==> src/rtl/rf_pkg.sv <==
// rf_pkg: shared definitions for the scoreboarded register file.
//   DEFAULT_XLEN  - default register data width
//   ZERO_REG      - index of the hard-wired zero register (x0)
//   addr_width()  - address width for a given register count
//   count_width() - width needed to count 0..NREGS pending registers
//   RF_SLICE      - selects port slice idx of width w from a packed port bus
package rf_pkg;

  localparam int DEFAULT_XLEN = 32;
  localparam int ZERO_REG     = '0;

  function automatic int addr_width(input int nregs);
    return $clog2(nregs);
  endfunction

  function automatic int count_width(input int nregs);
    return $clog2(nregs + 1);
  endfunction

endpackage

`define RF_SLICE(vec, idx, w) vec[(idx)*(w) +: (w)]

==> src/rtl/rf_scoreboard.sv <==
// rf_scoreboard: one pending bit per register plus a running count of pending
// registers, used by the decode-stage hazard logic.
// Ports:
//   clk, rst          - clock, synchronous active-low reset
//   iss_en, iss_addr  - issue strobe; marks iss_addr pending
//   we, wr_addr       - write-back; clears wr_addr pending
//   pending           - current pending vector (bit 0 always 0)
//   busy_cnt          - number of pending registers
//   all_idle          - high when nothing is pending
module rf_scoreboard
  import rf_pkg::*;
#(
  parameter int NREGS = 32
) (
  input  logic                          clk,
  input  logic                          rst,
  input  logic                          iss_en,
  input  logic [addr_width(NREGS)-1:0]  iss_addr,
  input  logic                          we,
  input  logic [addr_width(NREGS)-1:0]  wr_addr,
  output logic [NREGS-1:0]              pending,
  output logic [count_width(NREGS)-1:0] busy_cnt,
  output logic                          all_idle
);

  localparam int AW = addr_width(NREGS);
  localparam int CW = count_width(NREGS);
  localparam logic [AW-1:0] X0 = AW'(ZERO_REG);

  logic [NREGS-1:0] pending_q, pending_d, set_vec, clr_vec;
  logic [CW-1:0]    cnt_q, cnt_d;
  logic             set_ok, clr_ok, inc, dec;

  // Set is applied after clear so a new producer supersedes a same-cycle
  // write-back to the same register. The count moves by at most one per
  // cycle: +1 only when a clear bit becomes set, -1 only when a set bit is
  // cleared and not re-set in the same cycle.
  always_comb begin
    set_ok  = iss_en && (iss_addr != X0);
    clr_ok  = we && (wr_addr != X0);
    set_vec = '0;
    clr_vec = '0;
    if (set_ok) set_vec[iss_addr] = 1'b1;
    if (clr_ok) clr_vec[wr_addr] = 1'b1;
    pending_d    = (pending_q & ~clr_vec) | set_vec;
    pending_d[0] = 1'b0;
    inc   = set_ok && !pending_q[iss_addr];
    dec   = clr_ok && pending_q[wr_addr] && !(set_ok && (iss_addr == wr_addr));
    cnt_d = cnt_q + CW'(inc) - CW'(dec);
  end

  always_ff @(posedge clk) begin
    if (!rst) begin
      pending_q <= '0;
      cnt_q     <= '0;
    end else begin
      pending_q <= pending_d;
      cnt_q     <= cnt_d;
    end
  end

  assign pending  = pending_q;
  assign busy_cnt = cnt_q;
  assign all_idle = (cnt_q == '0);

endmodule

==> src/rtl/reg_file_sb.sv <==
// reg_file_sb: parametrised register file with NRD registered read ports,
// optional write-to-read bypass, a pending scoreboard and a registered debug
// read port.
// Ports:
//   clk, rst          - clock, synchronous active-low reset
//   rd_addr, rd_data  - packed read ports (port i at [i*AW +: AW] / [i*XLEN +: XLEN])
//   rd_busy           - registered pending flag of each addressed register
//   we, wr_addr, wr_data - write-back port (x0 writes ignored)
//   iss_en, iss_addr  - issue strobe marking a destination pending
//   busy_cnt, all_idle - pending register count and its zero flag
//   dbg_addr, dbg_data - registered debug read, never bypassed
module reg_file_sb
  import rf_pkg::*;
#(
  parameter int XLEN   = DEFAULT_XLEN,
  parameter int NREGS  = 32,
  parameter int NRD    = 2,
  parameter int BYPASS = 1
) (
  input  logic                              clk,
  input  logic                              rst,
  input  logic [NRD*addr_width(NREGS)-1:0]  rd_addr,
  output logic [NRD*XLEN-1:0]               rd_data,
  output logic [NRD-1:0]                    rd_busy,
  input  logic                              we,
  input  logic [addr_width(NREGS)-1:0]      wr_addr,
  input  logic [XLEN-1:0]                   wr_data,
  input  logic                              iss_en,
  input  logic [addr_width(NREGS)-1:0]      iss_addr,
  output logic [count_width(NREGS)-1:0]     busy_cnt,
  output logic                              all_idle,
  input  logic [addr_width(NREGS)-1:0]      dbg_addr,
  output logic [XLEN-1:0]                   dbg_data
);

  localparam int AW = addr_width(NREGS);
  localparam logic [AW-1:0] X0 = AW'(ZERO_REG);

  logic [XLEN-1:0]     regs [NREGS];
  logic [NREGS-1:0]    pending;
  logic [NRD*XLEN-1:0] rd_data_d, rd_data_q;
  logic [NRD-1:0]      rd_busy_d, rd_busy_q;
  logic [XLEN-1:0]     dbg_d, dbg_q;
  logic [AW-1:0]       ra [NRD];
  logic                hit [NRD];
  logic                wr_ok;

  rf_scoreboard #(
    .NREGS (NREGS)
  ) u_sb (
    .clk      (clk),
    .rst      (rst),
    .iss_en   (iss_en),
    .iss_addr (iss_addr),
    .we       (we),
    .wr_addr  (wr_addr),
    .pending  (pending),
    .busy_cnt (busy_cnt),
    .all_idle (all_idle)
  );

  // Read muxing. A same-cycle write-back is forwarded only when bypass is
  // enabled; the busy flag drops on a bypassed hit because the reader already
  // receives the produced value. A same-cycle issue is deliberately ignored
  // since the reader is older than the issuing instruction.
  always_comb begin
    wr_ok     = we && (wr_addr != X0);
    rd_data_d = '0;
    rd_busy_d = '0;
    for (int i = 0; i < NRD; i++) begin
      ra[i]  = `RF_SLICE(rd_addr, i, AW);
      hit[i] = (BYPASS != 0) && we && (wr_addr == ra[i]);
      if (ra[i] == X0)
        `RF_SLICE(rd_data_d, i, XLEN) = '0;
      else if (hit[i] && wr_ok)
        `RF_SLICE(rd_data_d, i, XLEN) = wr_data;
      else
        `RF_SLICE(rd_data_d, i, XLEN) = regs[ra[i]];
      rd_busy_d[i] = pending[ra[i]] & ~hit[i];
    end
    dbg_d = (dbg_addr == X0) ? '0 : regs[dbg_addr];
  end

  // Array and output registers; reset wipes everything and wins over a
  // same-cycle write.
  always_ff @(posedge clk) begin
    if (!rst) begin
      for (int k = 0; k < NREGS; k++) regs[k] <= '0;
      rd_data_q <= '0;
      rd_busy_q <= '0;
      dbg_q     <= '0;
    end else begin
      if (wr_ok) regs[wr_addr] <= wr_data;
      rd_data_q <= rd_data_d;
      rd_busy_q <= rd_busy_d;
      dbg_q     <= dbg_d;
    end
  end

  assign rd_data  = rd_data_q;
  assign rd_busy  = rd_busy_q;
  assign dbg_data = dbg_q;

endmodule

==> config.mk <==
export PLATFORM = sky130hd
export DESIGN_NAME = reg_file_sb
export DESIGN_NICKNAME = d
export VERILOG_FILES = /design/src/rtl/rf_pkg.sv /design/src/rtl/rf_scoreboard.sv /design/src/rtl/reg_file_sb.sv
export SDC_FILE = /design/constraint.sdc
export NUM_CORES = 2
export LEC_CHECK = 0
export CAP_MARGIN = 0
export CORE_MARGIN = 8
export CORE_UTILIZATION = 35
export CTS_BUF_LIST = sky130_fd_sc_hd__clkbuf_16
export CTS_CLUSTER_DIAMETER = 60
export DETAILED_ROUTE_END_ITERATION = 8
export GPL_ROUTABILITY_DRIVEN = 0
export SLEW_MARGIN = 20
export SYNTH_ARGS = -nofsm -noshare
export SYNTH_HDL_FRONTEND = slang
export SYNTH_SLANG_ARGS = --single-unit
==> constraint.sdc <==
create_clock -name clk -period 12.25 [get_ports clk]
set_input_delay 1.225 -clock clk [delete_from_list [all_inputs] [get_ports clk]]
set_output_delay 1.225 -clock clk [all_outputs]
set_load 0.02 [all_outputs]
==> flow_metrics.tcl <==
set metrics [dict create \
    ys_ff_latch 1159 \
    die_x_um 455.1 \
    hold-worst-slack_ns 0.5142 \
    r2r-start "u_sb.pending[31]" \
    fin_tns_setup_ns 0 \
    syn_area_per_cell_um2 13.45 \
    critPathKind "in2reg" \
    highest_layer "met5" \
    ys.warnings.count 0 \
    syn_to_final_growth_pct 11.02 \
    ys.flop_type "edfxtp_1" \
    synthArstFlopShare_pct 0 \
    antenna_found_initial 10 \
    slew_viol_final 0 \
    io_pins 166 \
    cts_htree_levels 3 \
    io_buffers 165 \
    setup_viol 0 \
    max_slew.worst_pin.slew_ns 1.186 \
    power_density_nw_per_um2 135.3 \
    fmax_mhz 199.4 \
    coreArea_um2 192200 \
    dr.first_iter.drc_count 6968 \
    status "finished, final reports clean" \
    path_clk_slew_ns 0.06 \
    drtPass1Iterations 8 \
    grt_setup_unrepaired "no" \
    met2WireLength_um 125600 \
    initial_utilization_pct 35.12 \
    leakagePower_nw 23.65 \
    vias_per_cell 6.813 \
    fin_cells 7444 \
    worst_ep_required_time_ns 12.68 \
    grt_first_pass_wirelength_um 379800 \
    hpwl_um 149800 \
    vdd_drop_max_v 0.0001292 \
    drc 0 \
    cts_setup_buffers 0 \
    min-delay-start "u_sb.pending[22]" \
    design_area_um2 74940 \
    row_count 161 \
    cts_root_buf "clkbuf_16" \
    cts_tree "built" \
    placed_area_um2 71080 \
    grt_pass1_vias 51140 \
    wl_per_cell_um 36.31 \
    cts-resized-gates 0 \
    ys_seq_area_share_pct 49.56 \
    dp_cells 7215 \
    worstPathMaxFanout 63 \
    reg2reg_slack_ns 8.95 \
    pre_cts_slack_ns 6.622 \
    endpoint_kind "flip-flop" \
    cts_buffers 120 \
    wl_met3_um 28890 \
    hold_buffers 0 \
    n_fill_cell 17970 \
    startpoint_type "primary input" \
    grt_use_total_pct 25.30 \
    synth-edff-count 1024 \
    nets 4881 \
    dieHeight_um 455.1 \
    synthDistinctLibCells 55 \
    syn_inst 5020 \
    relSlewSlack_pct 20.96 \
    dieArea_um2 207200 \
    postLayoutCoreUtil_pct 38.99 \
    clkSinkCount 1159 \
    fin_crit_sh_pct 40.94 \
    fin_worst_skew_ns 0.03552 \
    arrival_ns 5.44 \
    ant_nets 0 \
    drt_wl_total_um 270300 \
    clk_latency_ns 0.76 \
    globalRouteOverflowTotal 0 \
    hold_violations 0 \
    hp-class "reg2reg" \
    layout_setup_ws_ns 7.235 \
    clock_path_buffers 3 \
    startpoint "wr_addr[4]" \
    power_mw 10.14 \
    routed-via-count 50720 \
    drive_gt1_share_pct 23.22 \
    min_period_ns 5.015 \
    grt_start_max_net_pins 148 \
    syn_area_um2 67500 \
    m1WireLength_um 90140 \
    drv_cap 0 \
]
final cells by class:
class,instances,area [µm²],area share (%)
Multi-Input combinational cell,3149,31410,41.92
Tap cell,2526,3161,4.218
Clock inverter,101,745.7,0.9951
Inverter,84,317.8,0.4241
Timing Repair Buffer,297,2736,3.652
Antenna cell,4,10.01,0.01336
Clock buffer,124,3103,4.141
Sequential cell,1159,33450,44.64
worst max-delay path, cell delays in order:
cell	delay, ns
clkdlybuf4s50_1	0.66
or3_4	0.72
nand4_1	0.18
buf_4	0.83
buf_4	0.77
buf_4	0.76
nor3_1	0.10
report_power, final:
| group | total, mW | switching, mW | internal, mW | leakage, nW |
|---|---|---|---|---|
| Sequential | 4.73 | 0.186 | 4.54 | 10.9 |
| Combinational | 1.73 | 1.05 | 0.685 | 10.8 |
| Clock | 3.68 | 1.66 | 2.02 | 1.97 |
flip-flops by register name (all words and copies together) (netlist names):
signal / flops
u_sb.busy_cnt: 6
dbg_data: 32
rd_data: 64
rd_busy: 2
u_sb.pending: 31
regs: 1024
routing by layer:
metal | up-vias | track usage, %
met5 | - | 0
met4 | 8 | 20.16
met3 | 1100 | 5.600
met2 | 3691 | 40.60
met1 | 25890 | 29.31
li1 | 20030 | -
Yosys cell counts, types with 2 or more instances:
master	count	share of area, %
nand2b_1	3	0.028
a22oi_1	96	1.1
or3_1	3	0.028
a21o_1	20	0.22
nand4_1	37	0.34
a21oi_1	64	0.47
mux2i_1	329	4.9
nor3_1	1021	7.6
o221ai_1	24	0.31
edfxtp_1	1024	46
o31ai_1	2	0.022
dfxtp_1	135	4.0
o22ai_1	101	0.94
mux2_2	115	1.9
and2_1	3	0.028
or2_2	5	0.046
buf_2	109	0.81
nand2_1	88	0.49
nand3_1	78	0.58
clkbuf_1	434	2.4
mux4_2	637	21
nor4_1	4	0.037
a211o_1	51	0.66
a221oi_1	79	1.0
o21ai_0	104	0.77
xor2_1	7	0.091
o21bai_1	33	0.37
ha_1	8	0.15
xnor2_1	10	0.13
nor2b_1	45	0.42
buf_1	41	0.23
buf_4	50	0.56
nand3b_1	4	0.044
nor3b_1	2	0.022
a22o_1	31	0.40
a211oi_1	73	0.81
nor2_1	22	0.12
or3b_2	3	0.039
o32ai_1	3	0.039
inv_1	84	0.47
buf_6	24	0.40
worst paths after layout:
path,endpoint,cells after the start
min reg2reg,u_sb.pending[22],2
min,u_sb.pending[22],2
max,regs[28][13],7
max reg2reg,u_sb.busy_cnt[4],14
placed cells by master (no fill, tap or decap), types with 31 or more instances in the layout:
cell type,Yosys,routed
edfxtp_1,1024,1024
nor3_1,1021,1021
mux4_2,637,637
mux2i_1,329,329
clkdlybuf4s50_1,0,151
dfxtp_1,135,135
buf_4,50,132
clkbuf_16,0,124
mux2_2,115,115
o22ai_1,101,101
inv_1,84,99
a22oi_1,96,96
nand2_1,88,86
a221oi_1,79,79
nand3_1,78,75
a211oi_1,73,73
o21ai_0,104,72
a21oi_1,64,64
a211o_1,51,51
nor2b_1,45,39
nand4_1,37,37
o21bai_1,33,33
conb_1,1,32
o21ai_4,0,31
clkinv_1,0,31
a22o_1,31,31
cells by family after synthesis:
logic type,share of synthesized area (%)
adder cells (fa/ha/maj),0.1780
other,0.005556
flip-flops,49.56
AO/OA/AOI/OAI,7.250
AND/OR/NAND/NOR,9.838
multiplexers,28.05
XOR/XNOR,0.2206
buffers and inverters,4.896
(Power assumes the default switching activity.)
